**config.mk**
```make
export PLATFORM = sky130hd
export DESIGN_NAME = hazard_ctrl_flat
export DESIGN_NICKNAME = d
export VERILOG_FILES = /design/src/rtl/hazard_ctrl_if.sv /design/src/rtl/hazard_ctrl.sv /design/src/flat_wrapper.sv
export SDC_FILE = /design/constraint.sdc
export NUM_CORES = 1
export LEC_CHECK = 0
export ABC_AREA = 1
export BUFFER_PORTS_ARGS = -buffer_cell sky130_fd_sc_hd__buf_2
export CELL_PAD_IN_SITES_DETAIL_PLACEMENT = 1
export CELL_PAD_IN_SITES_GLOBAL_PLACEMENT = 1
export CORE_ASPECT_RATIO = 1.2
export CORE_UTILIZATION = 28
export DETAILED_ROUTE_END_ITERATION = 6
export PLACE_DENSITY = 0.87
export SLEW_MARGIN = 10
export SYNTH_ARGS = -nofsm -noshare
export SYNTH_HDL_FRONTEND = slang
export SYNTH_SLANG_ARGS = --single-unit
```
**constraint.sdc**
```tcl
create_clock -name clk -period 1.5 [get_ports clk]
set_input_delay 0.075 -clock clk [delete_from_list [all_inputs] [get_ports clk]]
set_output_delay 0.075 -clock clk [all_outputs]
set_load 0.005 [all_outputs]
```
**src/rtl/hazard_ctrl_if.sv**
```systemverilog
// Hazard-controller bundle: hazard inputs from the datapath, enable/clear controls back to it.
// master = datapath side, slave = hazard_ctrl.
interface hazard_ctrl_if #(
   parameter int REG_BITS = 6
);
   logic [REG_BITS-1:0] id_rs;
   logic                id_rs_used;
   logic [REG_BITS-1:0] id_rt;
   logic                id_rt_used;
   logic                ex_ld;
   logic [REG_BITS-1:0] ex_write;
   logic                ex_muldiv;
   logic                ex_branch_taken;
   logic                halt_req;
   logic                resume;
   logic                pc_en;
   logic                if_id_en;
   logic                id_ex_en;
   logic                ex_mem_en;
   logic                mem_wb_en;
   logic                if_id_zero;
   logic                id_ex_zero;
   logic                ex_mem_zero;
   logic                mem_wb_zero;
   logic                halted;

   modport master (
      output id_rs, id_rs_used, id_rt, id_rt_used, ex_ld, ex_write,
             ex_muldiv, ex_branch_taken, halt_req, resume,
      input  pc_en, if_id_en, id_ex_en, ex_mem_en, mem_wb_en,
             if_id_zero, id_ex_zero, ex_mem_zero, mem_wb_zero, halted
   );

   modport slave (
      input  id_rs, id_rs_used, id_rt, id_rt_used, ex_ld, ex_write,
             ex_muldiv, ex_branch_taken, halt_req, resume,
      output pc_en, if_id_en, id_ex_en, ex_mem_en, mem_wb_en,
             if_id_zero, id_ex_zero, ex_mem_zero, mem_wb_zero, halted
   );
endinterface

```
**src/rtl/hazard_ctrl.sv**
```systemverilog
// Pipeline sequencer: load-use bubbles, branch squash, mul/div occupancy, halt/resume.
// Optional HAZARD_CTRL_PERF_EN adds load-use / mul-div / branch event counters.
module hazard_ctrl #(
   parameter int MULDIV_CYCLES = 4,
   parameter int CNT_BITS      = 4,
   parameter int REG_BITS      = 6
) (
   input  logic          clk,
   input  logic          rst,
   hazard_ctrl_if.slave  hz
`ifdef HAZARD_CTRL_PERF_EN
   ,
   output logic [31:0]   perf_lu_cnt,
   output logic [31:0]   perf_md_cnt,
   output logic [31:0]   perf_br_cnt
`endif
);

   typedef enum logic [1:0] {
      ST_RUN    = 2'd0,
      ST_MULDIV = 2'd1,
      ST_HALT   = 2'd2
   } state_t;

   state_t              state_r;
   state_t              state_nxt_s;
   logic [CNT_BITS-1:0] cnt_r;
   logic [CNT_BITS-1:0] cnt_nxt_s;
   logic                saved_md_r;
   logic                saved_md_nxt_s;
   logic                load_use_s;

   // Decision logic: outputs react in the same cycle the hazard is visible.
   always_comb begin
      load_use_s = hz.ex_ld && (hz.ex_write != {REG_BITS{1'b0}}) &&
                   ((hz.id_rs_used && (hz.id_rs == hz.ex_write)) ||
                    (hz.id_rt_used && (hz.id_rt == hz.ex_write)));
      state_nxt_s    = state_r;
      cnt_nxt_s      = cnt_r;
      saved_md_nxt_s = saved_md_r;
      hz.pc_en       = 1'b1;
      hz.if_id_en    = 1'b1;
      hz.id_ex_en    = 1'b1;
      hz.ex_mem_en   = 1'b1;
      hz.mem_wb_en   = 1'b1;
      hz.if_id_zero  = 1'b0;
      hz.id_ex_zero  = 1'b0;
      hz.ex_mem_zero = 1'b0;
      hz.mem_wb_zero = 1'b0;
      hz.halted      = 1'b0;
      if (rst) begin
         {hz.pc_en, hz.if_id_en, hz.id_ex_en, hz.ex_mem_en, hz.mem_wb_en} = 5'b00000;
         {hz.if_id_zero, hz.id_ex_zero, hz.ex_mem_zero, hz.mem_wb_zero} = 4'b1111;
      end else begin
         case (state_r)
            ST_HALT: begin
               {hz.pc_en, hz.if_id_en, hz.id_ex_en, hz.ex_mem_en, hz.mem_wb_en} = 5'b00000;
               hz.halted = 1'b1;
               if (hz.resume) begin
                  state_nxt_s = saved_md_r ? ST_MULDIV : ST_RUN;
               end else begin
                  state_nxt_s = ST_HALT;
               end
            end
            ST_RUN, ST_MULDIV: begin
               if (hz.halt_req) begin
                  {hz.pc_en, hz.if_id_en, hz.id_ex_en, hz.ex_mem_en, hz.mem_wb_en} = 5'b00000;
                  saved_md_nxt_s = (state_r == ST_MULDIV);
                  state_nxt_s    = ST_HALT;
               end else if ((state_r == ST_MULDIV) && (cnt_r == {CNT_BITS{1'b0}})) begin
                  // Release cycle: the mul/div result moves on, ex_muldiv is not re-sampled.
                  state_nxt_s = ST_RUN;
               end else if ((state_r == ST_MULDIV) || hz.ex_muldiv) begin
                  {hz.pc_en, hz.if_id_en, hz.id_ex_en, hz.ex_mem_en} = 4'b0000;
                  hz.mem_wb_zero = 1'b1;
                  state_nxt_s    = ST_MULDIV;
                  if (state_r == ST_MULDIV) begin
                     cnt_nxt_s = cnt_r - CNT_BITS'(1);
                  end else begin
                     cnt_nxt_s = CNT_BITS'(MULDIV_CYCLES - 2);
                  end
               end else if (hz.ex_branch_taken) begin
                  hz.if_id_zero = 1'b1;
                  hz.id_ex_zero = 1'b1;
               end else if (load_use_s) begin
                  hz.pc_en      = 1'b0;
                  hz.if_id_en   = 1'b0;
                  hz.id_ex_zero = 1'b1;
               end else begin
                  state_nxt_s = ST_RUN;
               end
            end
            default: begin
               // Corrupted state encoding: flush the pipe and fall back to RUN.
               {hz.pc_en, hz.if_id_en, hz.id_ex_en, hz.ex_mem_en, hz.mem_wb_en} = 5'b00000;
               {hz.if_id_zero, hz.id_ex_zero, hz.ex_mem_zero, hz.mem_wb_zero} = 4'b1111;
               state_nxt_s = ST_RUN;
               cnt_nxt_s   = {CNT_BITS{1'b0}};
            end
         endcase
      end
   end

   // Sequencer state, mul/div countdown and the state to return to after HALT.
   always_ff @(posedge clk) begin
      if (rst) begin
         state_r    <= ST_RUN;
         cnt_r      <= {CNT_BITS{1'b0}};
         saved_md_r <= 1'b0;
      end else begin
         state_r    <= state_nxt_s;
         cnt_r      <= cnt_nxt_s;
         saved_md_r <= saved_md_nxt_s;
      end
   end

`ifdef HAZARD_CTRL_PERF_EN
   logic lu_evt_s;
   logic md_evt_s;
   logic br_evt_s;

   // Each hazard response has a unique enable/clear signature, so events are decoded from it.
   assign lu_evt_s = hz.id_ex_zero & ~hz.if_id_zero;
   assign md_evt_s = hz.mem_wb_zero & ~hz.ex_mem_zero;
   assign br_evt_s = hz.if_id_zero & hz.pc_en;

   // Event counters, free-running with natural 32-bit wrap.
   always_ff @(posedge clk) begin
      if (rst) begin
         perf_lu_cnt <= 32'd0;
         perf_md_cnt <= 32'd0;
         perf_br_cnt <= 32'd0;
      end else begin
         perf_lu_cnt <= perf_lu_cnt + {31'd0, lu_evt_s};
         perf_md_cnt <= perf_md_cnt + {31'd0, md_evt_s};
         perf_br_cnt <= perf_br_cnt + {31'd0, br_evt_s};
      end
   end
`endif

endmodule
```
**src/flat_wrapper.sv**
```systemverilog
// flat-port wrapper written by rule: the top's interface ports become plain ports
module hazard_ctrl_flat 
#(
   parameter int MULDIV_CYCLES = 4,
   parameter int CNT_BITS      = 4,
   parameter int REG_BITS      = 6
)
  (clk, rst, hz_id_rs, hz_id_rs_used, hz_id_rt, hz_id_rt_used, hz_ex_ld, hz_ex_write, hz_ex_muldiv, hz_ex_branch_taken, hz_halt_req, hz_resume, hz_pc_en, hz_if_id_en, hz_id_ex_en, hz_ex_mem_en, hz_mem_wb_en, hz_if_id_zero, hz_id_ex_zero, hz_ex_mem_zero, hz_mem_wb_zero, hz_halted);
  hazard_ctrl_if #(.REG_BITS(REG_BITS)) hz_i ();
  input  logic clk;
  input  logic rst;
  input wire logic [$bits(hz_i.id_rs)-1:0] hz_id_rs;
  input wire logic [$bits(hz_i.id_rs_used)-1:0] hz_id_rs_used;
  input wire logic [$bits(hz_i.id_rt)-1:0] hz_id_rt;
  input wire logic [$bits(hz_i.id_rt_used)-1:0] hz_id_rt_used;
  input wire logic [$bits(hz_i.ex_ld)-1:0] hz_ex_ld;
  input wire logic [$bits(hz_i.ex_write)-1:0] hz_ex_write;
  input wire logic [$bits(hz_i.ex_muldiv)-1:0] hz_ex_muldiv;
  input wire logic [$bits(hz_i.ex_branch_taken)-1:0] hz_ex_branch_taken;
  input wire logic [$bits(hz_i.halt_req)-1:0] hz_halt_req;
  input wire logic [$bits(hz_i.resume)-1:0] hz_resume;
  output wire logic [$bits(hz_i.pc_en)-1:0] hz_pc_en;
  output wire logic [$bits(hz_i.if_id_en)-1:0] hz_if_id_en;
  output wire logic [$bits(hz_i.id_ex_en)-1:0] hz_id_ex_en;
  output wire logic [$bits(hz_i.ex_mem_en)-1:0] hz_ex_mem_en;
  output wire logic [$bits(hz_i.mem_wb_en)-1:0] hz_mem_wb_en;
  output wire logic [$bits(hz_i.if_id_zero)-1:0] hz_if_id_zero;
  output wire logic [$bits(hz_i.id_ex_zero)-1:0] hz_id_ex_zero;
  output wire logic [$bits(hz_i.ex_mem_zero)-1:0] hz_ex_mem_zero;
  output wire logic [$bits(hz_i.mem_wb_zero)-1:0] hz_mem_wb_zero;
  output wire logic [$bits(hz_i.halted)-1:0] hz_halted;
  assign hz_i.id_rs = hz_id_rs;
  assign hz_i.id_rs_used = hz_id_rs_used;
  assign hz_i.id_rt = hz_id_rt;
  assign hz_i.id_rt_used = hz_id_rt_used;
  assign hz_i.ex_ld = hz_ex_ld;
  assign hz_i.ex_write = hz_ex_write;
  assign hz_i.ex_muldiv = hz_ex_muldiv;
  assign hz_i.ex_branch_taken = hz_ex_branch_taken;
  assign hz_i.halt_req = hz_halt_req;
  assign hz_i.resume = hz_resume;
  assign hz_pc_en = hz_i.pc_en;
  assign hz_if_id_en = hz_i.if_id_en;
  assign hz_id_ex_en = hz_i.id_ex_en;
  assign hz_ex_mem_en = hz_i.ex_mem_en;
  assign hz_mem_wb_en = hz_i.mem_wb_en;
  assign hz_if_id_zero = hz_i.if_id_zero;
  assign hz_id_ex_zero = hz_i.id_ex_zero;
  assign hz_ex_mem_zero = hz_i.ex_mem_zero;
  assign hz_mem_wb_zero = hz_i.mem_wb_zero;
  assign hz_halted = hz_i.halted;
  hazard_ctrl #(.MULDIV_CYCLES(MULDIV_CYCLES), .CNT_BITS(CNT_BITS), .REG_BITS(REG_BITS)) u_core (.clk(clk), .rst(rst), .hz(hz_i));
endmodule
```
==> key figures <==
Outcome
  • Status: complete, no violations

GRT
  • Global-route wire length before repair: 3730 um
  • Pin count of the biggest net entering global routing: 8
  • Overall global routing resource usage: between 10% and 20%
  • Gr ovfl total: 0
  • Antenna violations before repair: 0
  • Number of global-route vias before repair: 925

Timing
  • Final setup skew: 0.00164 ns
  • Fraction of the cycle the final worst path needs: between 90% and 100%
  • Pins over their slew limit: 0
  • Finish-stage setup viols: 0
  • Achievable Freq: about 680 MHz
  • Final critical-path required period: 1.47 ns
  • Final Hold Viols: 0
  • Worst hold slack: ~0.042 ns
  • Transition time of the tightest slew-check pin: approximately 0.36 ns
  • RSZ-0062 raised after global routing: true
  • Summed negative setup slack over all endpoints: 0 ns
  • Rel. slew slack: 75.5%

Power and ir drop
  • Post-layout total power: between 0.0006 and 0.0007 W
  • Total power per unit cell area: about 640 mW/mm^2
  • Leakage: around 0.62 nW
  • Peak ir drop on the vdd network: ~0.43 mV

Die
  • Effective utilization at floorplan: 30.6%
  • Number of top-level pins: 37
  • Standard cell core area: approximately 0.0024 sq mm
  • Die area: between 0.002 and 0.003 sq mm
  • Chip Width: about 49 um
  • Vertical die dimension: 57.8 um
  • Standard-cell rows: 19

Place
  • Instance count after placement with tap cells included: 198
  • Cell area after placement: around 930 sq um
  • Post-detailed-placement half-perimeter wirelength: approximately 1800 um
  • Final weighted congestion of routability-driven global placement: a little under 0.9
  • Number of buffers added on ports: 36

Detailed routing
  • Via total after detailed routing: roughly 940
  • Number of detailed-routing iterations run before antenna repair: 2
  • Number of antenna-violating nets in the routed design: 0
  • Final WL: roughly 2300 um
  • Initial DRC count: 6
  • Residual DRC: 0
  • Drt wl/cell: between 10 and 15 um
  • Via count normalized by instance count: 4.49

Flow run
  • Max-capacitance violation count: 0

Clock network
  • Clock buffers created by TritonCTS: 3
  • Clock Tree Buf Depth: 2
  • CTS Root Buffer Type: sky130_fd_sc_hd__clkbuf_4
  • CTS clk-pin slew, worst paths: ~0.05 ns
  • Clock tree from TritonCTS: built
  • Number of levels the H-tree was split into: 1
  • Cts-stage hold buffer count: 0
  • Worst-Skew Late Latency: between 0.2 and 0.3 ns
  • Sinks on the clock net: 7

Setup path
  • Critical path type: register to primary output
  • Endpoint required time on the critical path: roughly 1.4 ns
  • Peak fanout along the critical path: 4
  • Data arrival time of the critical path: 1.39 ns
  • Element type at the critical path end: primary output
  • Kind of start point of the critical path: register

Synth
  • Top cells by area, synth: sky130_fd_sc_hd__nand2_1, sky130_fd_sc_hd__dfxtp_1, sky130_fd_sc_hd__inv_1, sky130_fd_sc_hd__nor2_1, sky130_fd_sc_hd__nand3_1
  • Synthesized flop and latch total: 7
  • Post-synthesis instance area: just over 700 sq um
  • Syn Inst Count: between 100 and 150
  • Largest area contributor in the netlist: sky130_fd_sc_hd__nand2_1
  • Yosys synthesis warning count: 0
  • Syn Nets: between 150 and 200
  • Share of the synthesized area in the top cell type: approximately 22%
  • Avg Inst Size Synth: around 5.5 sq um
  • Sequential share of the synthesized area: between 15 and 20%
  • Number of distinct library cells after synthesis: 24

Finish
  • Post-layout instance count excluding filler cells: ~210
  • ANT cells: 0
  • Final Instance Area: roughly 0.0011 sq mm
  • Net count reported at finish: about 210
  • Synthesis-to-finish area growth: 45.6%
  • Layout cell share with drive strength beyond 1: 39.3%

Min path
  • Hold Path Class: primary input to register
==> cell usage after synthesis (all sizes together) <==
master / instances
nand3b: 1
xnor2: 1
nand3: 7
o22ai: 1
nand2: 45
and3: 1
a21boi: 2
a31o: 1
nand4: 1
buf: 2
o31ai: 1
ha: 2
o21ai: 3
a211oi: 1
nor3: 1
xor2: 2
a21oi: 5
inv: 29
nor2: 20
dfxtp: 7
==> metal layers <==
metal	up-vias	part of all wire, %	track usage, %
met3	4	4.3	2.89
met5	-	0	0
met4	0	2.1	7.56
li1	495	-	-
met2	29	53	32.6
met1	410	41	18.3
==> repair_timing <==
| item | CTS | global route |
|---|---|---|
| setup endpoints to repair | 7 | 5 |
| setup buffers | 1 | 6 |
| pin swaps | 1 | 3 |
| gates resized for setup | 10 | 9 |
==> where the power goes <==
| group | internal [W] | switching [W] | total, W |
|---|---|---|---|
| Sequential | 0.000203 | 0.0000182 | 0.000221 |
| Clock | 0.000102 | 0.0000718 | 0.000173 |
| Combinational | 0.000127 | 0.000153 | 0.000280 |
| Total | 0.000431 | 0.000243 | 0.000674 |
==> worst paths after layout <==
path / from / end / slack (ns) / cells past startpoint
min: rst / u_core.cnt_r[3]$_SDFFE_PP0P_ / 0.04 / 2
max reg2reg: u_core.state_r[1]$_SDFFE_PP0P_ / u_core.cnt_r[2]$_SDFFE_PP0P_ / 0.21 / 9
min reg2reg: u_core.saved_md_r$_SDFFE_PP0P_ / u_core.saved_md_r$_SDFFE_PP0P_ / 0.45 / 2
max: u_core.state_r[0]$_SDFFE_PP0P_ / hz_if_id_en / 0.03 / 9
==> critical path, stage by stage (launching register included) <==
cell and delay [ns]:
sky130_fd_sc_hd__dfxtp_4 0.38, sky130_fd_sc_hd__inv_4 0.05, sky130_fd_sc_hd__nor2_4 0.11, sky130_fd_sc_hd__nand3_2 0.12
sky130_fd_sc_hd__inv_2 0.08, sky130_fd_sc_hd__nor2_2 0.04, sky130_fd_sc_hd__nor2_2 0.12, sky130_fd_sc_hd__nand2_1 0.07
sky130_fd_sc_hd__inv_2 0.06, sky130_fd_sc_hd__buf_2 0.10
==> cell families (layout without fill, tap and decap cells) <==
group,count (synthesis),in the layout,synth area share [%]
buf+inv,31,76,17.0
fa+ha+maj,2,2,3.44
simple gates,76,76,44.4
compound gates,14,14,12.2
xor+xnor,3,3,3.62
flops,7,7,19.3
==> final cells by class <==
type	instances	area, sq um
multi-input combinational	95	499
fill	352	1320
timing repair buffer	43	233
tap	31	38.8
inverter	29	111
clock buffer	4	26.3
sequential	7	150
==> flip-flops by register name, summed over array words and instances, names as in the netlist <==
signal	flops
u_core.saved_md_r	1
u_core.cnt_r	4
u_core.state_r	2
==> layout by cell type (no fill, tap or decap), types with 3 or more instances in the layout <==
cell type / synthesis / routed
sky130_fd_sc_hd__a21oi_1: 4 / 4
sky130_fd_sc_hd__buf_2: 0 / 36
sky130_fd_sc_hd__buf_4: 2 / 7
sky130_fd_sc_hd__clkbuf_4: 0 / 3
sky130_fd_sc_hd__dfxtp_1: 7 / 3
sky130_fd_sc_hd__inv_1: 27 / 22
sky130_fd_sc_hd__inv_2: 2 / 6
sky130_fd_sc_hd__nand2_1: 42 / 42
sky130_fd_sc_hd__nand2_2: 3 / 3
sky130_fd_sc_hd__nand3_1: 7 / 6
sky130_fd_sc_hd__nor2_1: 17 / 16
sky130_fd_sc_hd__nor2_2: 3 / 3
sky130_fd_sc_hd__o21ai_0: 3 / 3
==> metrics by stage <==
step,utilization [%],setup WS (ns)
after global placement,39.2,0.196
after global routing,44.5,-0.0583
after floorplan,-,0.228
after CTS,41.4,-0.00387
after detailed placement,39.2,0.104
final,44.5,0.0331
(Power assumes the default switching activity.)
